<file path="src/rtl/remote_access_pkg.sv">
// remote_access_pkg
// Shared types for the remote-access bridge: command kinds, the decoded
// command record carried through launch/buffer/engine, FSM states and the
// sticky error bit positions.
package remote_access_pkg;

  typedef enum logic [2:0] {
    CMD_WR_W,
    CMD_WR_H,
    CMD_WR_B,
    CMD_RD_W,
    CMD_RD_N,
    CMD_ILLEGAL
  } cmd_e;

  // addr is already word aligned; count is the number of bus words still to
  // issue (1 for everything except bursts).
  typedef struct packed {
    cmd_e        typ;
    logic [31:0] addr;
    logic [31:0] wdata;
    logic [3:0]  be;
    logic [15:0] count;
  } cmd_t;

  typedef enum logic [1:0] {
    IDLE,
    REQ,
    WAIT_RSP
  } state_e;

  localparam int unsigned ERR_ILLEGAL  = 0;
  localparam int unsigned ERR_MISALIGN = 1;
  localparam int unsigned ERR_OVERRUN  = 2;
  localparam int unsigned ERR_TIMEOUT  = 3;

  function automatic logic is_read(cmd_e t);
    return (t == CMD_RD_W) || (t == CMD_RD_N);
  endfunction

endpackage

</file>
<file path="src/rtl/remote_access_decode.sv">
// remote_access_decode
// Combinational command decoder.
//   wr_word_i..rd_numwords_i : command flags (exactly one must be set)
//   addr_i, data_i           : raw command address / data
//   cmd_o                    : decoded command (aligned addr, be, wdata, count)
//   illegal_o                : flag count != 1
//   misaligned_o             : address alignment violated for the command
module remote_access_decode
  import remote_access_pkg::*;
#(
  parameter int unsigned MAX_BURST = 256
) (
  input  logic        wr_word_i,
  input  logic        wr_halfword_i,
  input  logic        wr_byte_i,
  input  logic        rd_word_i,
  input  logic        rd_numwords_i,
  input  logic [31:0] addr_i,
  input  logic [31:0] data_i,
  output cmd_t        cmd_o,
  output logic        illegal_o,
  output logic        misaligned_o
);

  logic [2:0] nflags;

  always_comb begin
    nflags = {2'b0, wr_word_i} + {2'b0, wr_halfword_i} + {2'b0, wr_byte_i}
           + {2'b0, rd_word_i} + {2'b0, rd_numwords_i};
    illegal_o    = (nflags != 3'd1);
    misaligned_o = 1'b0;
    cmd_o        = '0;
    cmd_o.typ    = CMD_ILLEGAL;
    cmd_o.addr   = {addr_i[31:2], 2'b00};
    cmd_o.count  = 16'd1;

    if (!illegal_o) begin
      if (wr_word_i) begin
        cmd_o.typ    = CMD_WR_W;
        cmd_o.be     = 4'b1111;
        cmd_o.wdata  = data_i;
        misaligned_o = (addr_i[1:0] != 2'b00);
      end else if (wr_halfword_i) begin
        cmd_o.typ    = CMD_WR_H;
        cmd_o.be     = addr_i[1] ? 4'b1100 : 4'b0011;
        cmd_o.wdata  = {2{data_i[15:0]}};
        misaligned_o = addr_i[0];
      end else if (wr_byte_i) begin
        cmd_o.typ    = CMD_WR_B;
        cmd_o.be     = 4'b0001 << addr_i[1:0];
        cmd_o.wdata  = {4{data_i[7:0]}};
      end else if (rd_word_i) begin
        cmd_o.typ    = CMD_RD_W;
        cmd_o.be     = 4'b1111;
        misaligned_o = (addr_i[1:0] != 2'b00);
      end else begin
        cmd_o.typ    = CMD_RD_N;
        cmd_o.be     = 4'b1111;
        cmd_o.count  = ({16'b0, data_i[15:0]} > 32'(MAX_BURST)) ? 16'(MAX_BURST)
                                                                : data_i[15:0];
        misaligned_o = (addr_i[1:0] != 2'b00);
      end
    end
  end

endmodule

</file>
<file path="src/rtl/remote_access_bridge.sv">
// remote_access_bridge
// Turns remote-access commands into PULP req/gnt/rvalid bus transactions.
//   clk, rst            : clock, async active-high reset
//   cmd_*, cmd_valid    : command flags, address, data and one-cycle strobe
//   rsp_data, rsp_valid : read data response (one-cycle strobe)
//   data_*              : data bus master port, one transaction outstanding
//   err_clr, err_status : sticky errors {timeout, overrun, misaligned, illegal}
//   busy                : engine active or a command is waiting
// The remote side cannot be stalled, so there is a launch slot (command
// accepted while idle, started next cycle) plus a one-entry pending buffer.
module remote_access_bridge
  import remote_access_pkg::*;
#(
  parameter int unsigned MAX_BURST      = 256,
  parameter int unsigned TIMEOUT_CYCLES = 1024,
  parameter logic [31:0] ERR_DATA       = 32'hDEAD_BEEF
) (
  input  logic        clk,
  input  logic        rst,
  input  logic        cmd_wr_word,
  input  logic        cmd_wr_halfword,
  input  logic        cmd_wr_byte,
  input  logic        cmd_rd_word,
  input  logic        cmd_rd_numwords,
  input  logic [31:0] cmd_addr,
  input  logic [31:0] cmd_data,
  input  logic        cmd_valid,
  output logic [31:0] rsp_data,
  output logic        rsp_valid,
  output logic        data_req_o,
  input  logic        data_gnt_i,
  output logic        data_we_o,
  output logic [3:0]  data_be_o,
  output logic [31:0] data_addr_o,
  output logic [31:0] data_wdata_o,
  input  logic        data_rvalid_i,
  input  logic [31:0] data_rdata_i,
  input  logic        err_clr,
  output logic [3:0]  err_status,
  output logic        busy
);

  localparam int unsigned TMR_W = $clog2(TIMEOUT_CYCLES + 1);

  cmd_t   dec_cmd;
  logic   dec_illegal, dec_misaligned;

  state_e            state_q, state_d;
  cmd_t              cur_q, cur_d;
  logic              start_q, start_d;
  cmd_t              buf_q, buf_d;
  logic              buf_vld_q, buf_vld_d;
  logic [TMR_W-1:0]  tmr_q, tmr_d;
  logic [3:0]        err_q, err_d;
  logic              rsp_valid_q, rsp_valid_d;
  logic [31:0]       rsp_data_q, rsp_data_d;
  logic              tmr_hit;

  remote_access_decode #(.MAX_BURST(MAX_BURST)) u_decode (
    .wr_word_i     (cmd_wr_word),
    .wr_halfword_i (cmd_wr_halfword),
    .wr_byte_i     (cmd_wr_byte),
    .rd_word_i     (cmd_rd_word),
    .rd_numwords_i (cmd_rd_numwords),
    .addr_i        (cmd_addr),
    .data_i        (cmd_data),
    .cmd_o         (dec_cmd),
    .illegal_o     (dec_illegal),
    .misaligned_o  (dec_misaligned)
  );

  always_ff @(posedge clk or posedge rst) begin
    if (rst) begin
      state_q     <= IDLE;
      cur_q       <= '0;
      start_q     <= 1'b0;
      buf_q       <= '0;
      buf_vld_q   <= 1'b0;
      tmr_q       <= '0;
      err_q       <= '0;
      rsp_valid_q <= 1'b0;
      rsp_data_q  <= '0;
    end else begin
      state_q     <= state_d;
      cur_q       <= cur_d;
      start_q     <= start_d;
      buf_q       <= buf_d;
      buf_vld_q   <= buf_vld_d;
      tmr_q       <= tmr_d;
      err_q       <= err_d;
      rsp_valid_q <= rsp_valid_d;
      rsp_data_q  <= rsp_data_d;
    end
  end

  always_comb begin
    state_d     = state_q;
    cur_d       = cur_q;
    start_d     = start_q;
    buf_d       = buf_q;
    buf_vld_d   = buf_vld_q;
    tmr_d       = '0;            // cleared on every state entry
    err_d       = err_clr ? 4'b0 : err_q;  // new errors below override the clear
    rsp_valid_d = 1'b0;
    rsp_data_d  = rsp_data_q;
    tmr_hit     = (tmr_q == TMR_W'(TIMEOUT_CYCLES - 1));

    unique case (state_q)
      IDLE: begin
        if (start_q) begin
          start_d = 1'b0;
          state_d = REQ;
        end else if (buf_vld_q) begin
          cur_d     = buf_q;
          buf_vld_d = 1'b0;
          state_d   = REQ;
        end
      end
      REQ: begin
        if (data_gnt_i) begin
          state_d = WAIT_RSP;
        end else if (tmr_hit) begin
          err_d[ERR_TIMEOUT] = 1'b1;
          state_d            = IDLE;
          if (is_read(cur_q.typ)) begin
            rsp_valid_d = 1'b1;
            rsp_data_d  = ERR_DATA;
          end
        end else begin
          tmr_d = tmr_q + 1'b1;
        end
      end
      WAIT_RSP: begin
        if (data_rvalid_i) begin
          if (is_read(cur_q.typ)) begin
            rsp_valid_d = 1'b1;
            rsp_data_d  = data_rdata_i;
          end
          if (cur_q.count > 16'd1) begin
            cur_d.addr  = cur_q.addr + 32'd4;
            cur_d.count = cur_q.count - 16'd1;
            state_d     = REQ;
          end else begin
            state_d = IDLE;
          end
        end else if (tmr_hit) begin
          // abort drops whatever is left of a burst
          err_d[ERR_TIMEOUT] = 1'b1;
          state_d            = IDLE;
          if (is_read(cur_q.typ)) begin
            rsp_valid_d = 1'b1;
            rsp_data_d  = ERR_DATA;
          end
        end else begin
          tmr_d = tmr_q + 1'b1;
        end
      end
      default: state_d = IDLE;
    endcase

    // Acceptance. The engine only touches cur/buf above when start_q or
    // buf_vld_q is set, which excludes the matching branches here.
    if (cmd_valid) begin
      if (dec_illegal) begin
        err_d[ERR_ILLEGAL] = 1'b1;
      end else if (dec_misaligned) begin
        err_d[ERR_MISALIGN] = 1'b1;
      end else if (dec_cmd.count != 16'd0) begin  // zero-length burst is a no-op
        if (state_q == IDLE && !start_q && !buf_vld_q) begin
          cur_d   = dec_cmd;
          start_d = 1'b1;
        end else if (!buf_vld_q) begin
          buf_d     = dec_cmd;
          buf_vld_d = 1'b1;
        end else begin
          err_d[ERR_OVERRUN] = 1'b1;
        end
      end
    end
  end

  // Bus outputs are qualified by REQ so they read as zero when idle and
  // drop together with the request on reset.
  assign data_req_o   = (state_q == REQ);
  assign data_we_o    = data_req_o && !is_read(cur_q.typ);
  assign data_be_o    = data_req_o ? cur_q.be    : 4'b0;
  assign data_addr_o  = data_req_o ? cur_q.addr  : 32'b0;
  assign data_wdata_o = data_req_o ? cur_q.wdata : 32'b0;

  assign rsp_valid  = rsp_valid_q;
  assign rsp_data   = rsp_data_q;
  assign err_status = err_q;
  assign busy       = (state_q != IDLE) || start_q || buf_vld_q;

endmodule

</file>
<file path="config.mk">
export PLATFORM = sky130hd
export DESIGN_NAME = remote_access_bridge
export DESIGN_NICKNAME = d
export VERILOG_FILES = /design/src/rtl/remote_access_pkg.sv /design/src/rtl/remote_access_decode.sv /design/src/rtl/remote_access_bridge.sv
export SDC_FILE = /design/constraint.sdc
export NUM_CORES = 1
export LEC_CHECK = 0
export ABC_AREA = 1
export BUFFER_PORTS_ARGS = -buffer_cell sky130_fd_sc_hd__buf_2
export CAP_MARGIN = 20
export CORE_MARGIN = 5
export CORE_UTILIZATION = 45
export CTS_CLUSTER_DIAMETER = 50
export DETAILED_ROUTE_END_ITERATION = 16
export PLACE_DENSITY = 0.67
export REMOVE_ABC_BUFFERS = 1
export SLEW_MARGIN = 20
export SYNTH_ARGS = -nofsm -noshare
export SYNTH_HDL_FRONTEND = slang
export SYNTH_SLANG_ARGS = --single-unit
export TNS_END_PERCENT = 10
</file>
<file path="constraint.sdc">
create_clock -name clk -period 8.57 [get_ports clk]
set_input_delay 0.4285 -clock clk [delete_from_list [all_inputs] [get_ports clk]]
set_output_delay 0.4285 -clock clk [all_outputs]
set_load 0.01 [all_outputs]
</file>
; ---- Word-level counts from Yosys, hierarchy flattened
; Cells that the tools add are included.
[op_classes]
n_bitwise = 4
div = 0
add_sub_neg = 7
n_eq_ne = 9
shifts = 1
multipliers = 0
order_cmp = 2
muxes = 86
reduce_logical = 16
[ops]
columns = operator, count
row1 = 87-bit two-way mux, 7
row2 = 32-bit two-way mux, 10
row3 = 32-bit one-hot mux with 2 select lines, 2
row4 = 16-bit two-way mux, 7
row5 = 36-bit two-way mux, 3
row6 = 52-bit two-way mux, 1
row7 = 11-bit two-way mux, 3
row8 = 32-bit by 3-bit adder with 32-bit output (second input constant), 1
row9 = 1-bit two-way mux, 32
row10 = 16-bit one-hot mux with 2 select lines, 1
row11 = 11-bit one-hot mux with 2 select lines, 1
row12 = 3-bit two-way mux, 6
row13 = 16-bit by 1-bit > comparator with 1-bit output (second input constant), 1
row14 = 16-bit by 9-bit > comparator with 1-bit output (second input constant), 1
row15 = 4-bit two-way mux, 4
row16 = 16-bit nonzero test, 1
row17 = 16-bit by 1-bit subtractor with 16-bit output (second input constant), 1
row18 = 2-bit two-way mux, 6
row19 = 11-bit by 1-bit adder with 11-bit output (second input constant), 1
row20 = 11-bit by 10-bit == test with 1-bit output (second input constant), 1
row21 = 3-bit by 1-bit adder with 3-bit output, 3
row22 = 3-bit inequality test (second input constant), 2
row23 = 2-bit one-hot mux with 3 select lines, 1
row24 = 6-bit AND reduction, 1
row25 = other kinds (16), 28
[totals]
in_bits = 107
n_memories = 0
romBits = 0
latchBits = 0
word_cells = 142
ramBits = 0
output_inout_bits = 108
reg_bits = 224

; ---- Logic depth before layout (Yosys ltp)
[depth]
ltp_word = 12
mapped_depth = 19
ltp_nobuf = 18

; ---- Cells and area by module
; Synthesis repeated with hierarchy kept, for this count alone.
[unflattened]
hier_cells = 2022
area_unflattened_um2 = 13898.3
[by_module_without_submodules]
columns = mod, area_per_inst_um2, seq_area_each_um2, cells_each, n_inst
row1 = remote_access_bridge, 12769.7, 5655.4, 1806, 1
row2 = remote_access_decode, 1128.6, 0.0, 216, 1

; ---- Least setup slack after synthesis
; No wires, ideal clock.
[synth_path]
path_kind = input to register
start = in cmd_wr_word
end = reg buf_q[43] (netlist name)
setup_ps = 130
path_slack_ps = 5135
t_arrival_ps = 3305
path_buffers = 1
path_stages = 14
cell_sequence = ha_1 -> inv_1 -> fa_1 -> inv_1 -> ha_1 -> fa_1 -> nor2_1 -> nand2_1 -> clkinv_1 -> o21ai_1 -> clkbuf_1 -> a211oi_1 -> nand2_1 -> o21ai_0
[synth_via]
elab_chain_cells = 8
elab_cells_between_ends = 14
[synth_lines]
columns = item, line
row1 = start: declaration, remote_access_bridge.sv:20  ; input logic cmd_wr_word,
row2 = 1-bit by 1-bit adder with 2-bit output, remote_access_decode.sv:28  ; nflags = {2'b0, wr_word_i} + {2'b0, wr_halfword_i} + {2'b0, wr_byte_i}
row3 = 3-bit by 1-bit adder with 3-bit output, remote_access_decode.sv:28
row4 = 3-bit by 1-bit adder with 3-bit output (2 in a row), remote_access_decode.sv:29  ; + {2'b0, rd_word_i} + {2'b0, rd_numwords_i};
row5 = 3-bit by 1-bit inequality test with 1-bit output, remote_access_decode.sv:30  ; illegal_o = (nflags != 3'd1);
row6 = 52-bit two-way mux / 1-bit two-way mux (equally long branches), remote_access_decode.sv:37  ; if (!illegal_o) begin
row7 = 16-bit nonzero test / 1-bit inverter (equally long branches), -
row8 = 6-bit AND reduction (no source line), -
row9 = end signal: assignment, remote_access_bridge.sv:87  ; buf_q <= buf_d;
row10 = end: declaration, remote_access_bridge.sv:51  ; cmd_t buf_q, buf_d;
; Several ways; a longest one is shown, not always the timed one.
; A chain may end at the register's enable or synchronous reset.

==> results.rst <==
.. list-table::
   :header-rows: 1

   * - Metric
     - Value
   * - Per-instance average area after synthesis
     - just over 7 um^2
   * - Maximum net fanout on the critical path
     - 105
   * - Standard cell core area
     - approximately 0.028 mm^2
   * - Status
     - complete, no violations
   * - Sequential standard cell area
     - between 0.005 and 0.006 mm^2
   * - Crit Path Class
     - in -> reg
   * - Number of global-route vias before repair
     - 11800
   * - GRT Total Usage
     - 22.8%
   * - I/O pins
     - 215
   * - TritonCTS clock tree
     - built
   * - Number of antenna violations at the first check in global routing
     - 1
   * - Number of distinct standard cells referenced by the synthesized netlist
     - 50
   * - Finished Layout Cells
     - 2377
   * - Pwr Density
     - roughly 320 mW/mm^2
   * - Clk_lat worst skew
     - 0.54 ns
   * - Setup WS pre-CTS
     - 3.73 ns
   * - Post-layout utilization of the core
     - 53.7%
   * - Max-capacitance violation count
     - 0
   * - Via-per-instance ratio
     - 5.07
   * - Initial DRC count
     - around 890
   * - Switching share of power
     - 40.4%
   * - FMAX
     - between 200 and 250 MHz
   * - Combinational group share of total power
     - 38.9%
   * - Transition time at the pin with the least slew margin
     - 0.924 ns
   * - Post-CTS clock slew at the launch and capture registers of the worst setup and hold paths
     - approximately 0.060 ns
   * - Die boundary height
     - 179 um
   * - Final number of max-transition violations
     - 0
   * - Total count of hold-check failures in the final report
     - 0
   * - Total DRC errors in the routed layout
     - 0
   * - Required time at the endpoint of the critical path
     - 8.94 ns
   * - Clock tree skew after final layout
     - 0.0174 ns
   * - Worst setup SP type
     - primary input
   * - Setup repair after global routing missed its margin
     - false
   * - Highest ir drop seen on vdd
     - 0.171 mV
   * - Sort of element at the end of the critical path
     - register
   * - Post-route setup slack
     - approximately 4.4 ns
   * - Net switching power figure
     - roughly 0.0019 W
   * - Area Growth Syn to Fin
     - 17.1%
   * - Global route total overflow
     - 0
   * - Initial DRT Pass Iterations
     - 6
   * - Final-layout setup total negative slack
     - 0 ns
   * - Number of warnings printed during yosys synthesis
     - 0
   * - Antenna viol nets, final
     - 0
   * - CTS sink cnt
     - 224
   * - Cell Area, Synth
     - 0.0128 mm^2
   * - Top flip-flop cell by instance count after synthesis
     - sky130_fd_sc_hd__dfrtp_1
   * - Layout cells sized above 1
     - 14.9%
   * - Number of enable flip-flop cells after synthesis
     - 0
   * - Cell internal pwr
     - roughly 0.0029 W
   * - Number of levels in the clock H-tree
     - 1
   * - Register bit count reported by yosys
     - 224
   * - Period minus WS final
     - 4.20 ns
   * - Quantity of hold-fixing buffers added after cts
     - 0
   * - Normalized max-slew margin
     - between 30% and 40%
   * - Wire length reported by the detailed router
     - 36000 um
   * - Worst reg2reg startpoint
     - state_q[0]
   * - Final nets
     - 2099
   * - Area of the die
     - about 0.032 mm^2
   * - Starting Density
     - 45.9%
   * - Total vias in the final route
     - roughly 12000
   * - Instance count of the mapped netlist
     - around 1800
   * - Dpl hpwl
     - 24900 um
   * - Sequential fraction of design power
     - a little over a third
   * - Synth async-reset ratio
     - 100%
   * - Worst min-delay path category
     - in -> async
   * - Share of total power in the clock network
     - around 25%
   * - First-pass GRT wire length
     - 59900 um
   * - Master cell of the clock root buffer
     - sky130_fd_sc_hd__clkbuf_16
   * - Pin count of the biggest net entering global routing
     - about 110
   * - Buffer levels on the longest clock path
     - 3
   * - Lkg Pwr
     - 8.01 nW
   * - Wirelength per Cell
     - between 15 and 20 um
   * - Setup violators final
     - 0
   * - Multi-input gate area
     - 0.00571 mm^2
   * - Worst path arrival time
     - 4.57 ns
   * - Layout fillers
     - approximately 2800
   * - Number of gates given a new drive strength after cts
     - 0
   * - Start point of the critical path
     - cmd_wr_word
   * - Number of I/O port buffers
     - about 210
   * - Cell count after placement
     - between 2000 and 2500
   * - Die W
     - 179 um
   * - Final estimated routing congestion in global placement
     - between 0.8 and 0.9
   * - Final period util
     - 49.0%
   * - Number of buffers added for setup after CTS
     - 0
   * - Number of cell rows
     - around 60
   * - Cts bufs inserted
     - 28
   * - Sequential area share after synthesis
     - approximately 44%
==> synth_stat cells, drive strengths merged, types with 2 or more instances <==
library cell,instances,area share [%]
ha,10,0.98
nand3b,2,0.12
fa,2,0.31
a22o,8,0.55
xor2,9,0.61
nand3,101,4.0
o211ai,11,0.64
a22oi,37,2.2
clkbuf,46,1.3
nor3,13,0.55
nand2,554,16
nor3b,3,0.18
a21oi,22,0.86
dfrtp,224,44
o21bai,9,0.53
or2,2,0.098
inv,288,8.5
a211oi,9,0.53
clkinv,3,0.088
o22a,24,1.6
buf,33,1.8
nand4,6,0.29
o21ai,210,8.4
nor2,165,5.0
==> critical path: stages <==
cell	delay (ns)
sky130_fd_sc_hd__buf_2	0.18
sky130_fd_sc_hd__ha_1	0.30
sky130_fd_sc_hd__inv_1	0.05
sky130_fd_sc_hd__fa_1	0.48
sky130_fd_sc_hd__inv_1	0.04
sky130_fd_sc_hd__ha_1	0.19
sky130_fd_sc_hd__fa_1	0.47
sky130_fd_sc_hd__nor2_1	0.11
sky130_fd_sc_hd__nand2_1	0.25
sky130_fd_sc_hd__nor2_8	0.24
sky130_fd_sc_hd__nand2_1	0.10
sky130_fd_sc_hd__nor2_1	0.14
sky130_fd_sc_hd__nand3_2	0.13
sky130_fd_sc_hd__nand2_2	0.09
sky130_fd_sc_hd__buf_4	0.52
sky130_fd_sc_hd__clkinv_2	0.13
sky130_fd_sc_hd__buf_6	0.34
sky130_fd_sc_hd__nand2_1	0.17
sky130_fd_sc_hd__o21ai_0	0.11
==> flip-flops by register name, summed over array words and instances (netlist names) <==
signal and cells:
cur_q 87, buf_q 85, rsp_data 32, tmr_q 11, err_status 4, state_q 2
buf_vld_q 1, rsp_valid 1, start_q 1
==> stage by stage <==
step	hold slack (ns)	total power [W]	area, um^2
final	0.0478	0.00479	15000
after global routing	0.114	0.00521	15000
after CTS	0.0712	0.00482	15000
after detailed placement	0.455	0.00360	14100
after global placement	0.447	0.00355	14100
after floorplan	0.433	0.00296	12400
==> final cells by class <==
type,instances,share of cell area (%)
tap,378,3.15
timing repair buffer,226,7.76
antenna,1,0.0167
clock inverter,12,0.992
multi-input combinational,1209,38.1
inverter,291,7.39
clock buffer,36,5.28
sequential,224,37.3
==> worst paths after layout <==
check	to	depth (start not counted)	slack [ns]
max	cur_q[46]	19	4.37
min	rsp_data[28]	2	0.05
max reg2reg	cur_q[55]	13	5.00
min reg2reg	tmr_q[0]	1	0.46
max in group asynchronous	buf_q[44]	3	7.12
min in group clk	buf_q[58]	3	0.11
==> power by group through the flow <==
stage                     sequential, W  combinational, W  clock [W]
after floorplan                 0.00168           0.00128          0
after global placement          0.00174           0.00182          0
final                           0.00173           0.00187    0.00120
after global routing            0.00179           0.00216    0.00127
after CTS                       0.00173           0.00187    0.00122
after detailed placement        0.00174           0.00186          0
==> per-layer routing <==
metal	GRT usage, %	vias to the layer above	wire, um
met5	0	-	0
met4	6.65	0	833
met3	3.33	57	2090
met2	38.3	358	17200
met1	30.8	5611	15900
li1	-	6033	-
==> placed cells by master (no fill, tap or decap), drive strengths merged <==
cell type    n
o211ai      11
clkbuf      37
nand4        6
o22ai        1
or2          2
nand3b       2
o32ai        1
o21ai      210
o311ai       1
xnor2        1
buf        225
nor3b        3
dfrtp      224
a221oi       1
a211oi       9
a21oi       22
fa           2
a22oi       37
o21bai       9
inv        289
xor2         9
bufinv       3
and2         1
nor2       165
a32oi        1
a22o         8
diode        1
nand3      101
nor3        13
a31oi        1
ha          10
mux2i        1
nand2      554
o22a        24
clkinvlp     1
a31o         1
clkinv      10
o31ai        1
nor4         1
==> cells by family (layout without fill, tap and decap cells) <==
group           Yosys count  after routing  synth area share (%)
compound gates          338            338                  15.8
xor+xnor                 10             10                 0.683
fa+ha+maj                12             12                  1.29
buf+inv                 370            565                  11.8
flops                   224            224                  43.7
mux                       1              1                0.0781
other cells               0              1                     0
simple gates            848            848                  26.7
Note: power is estimated with default switching activity, not from simulation.
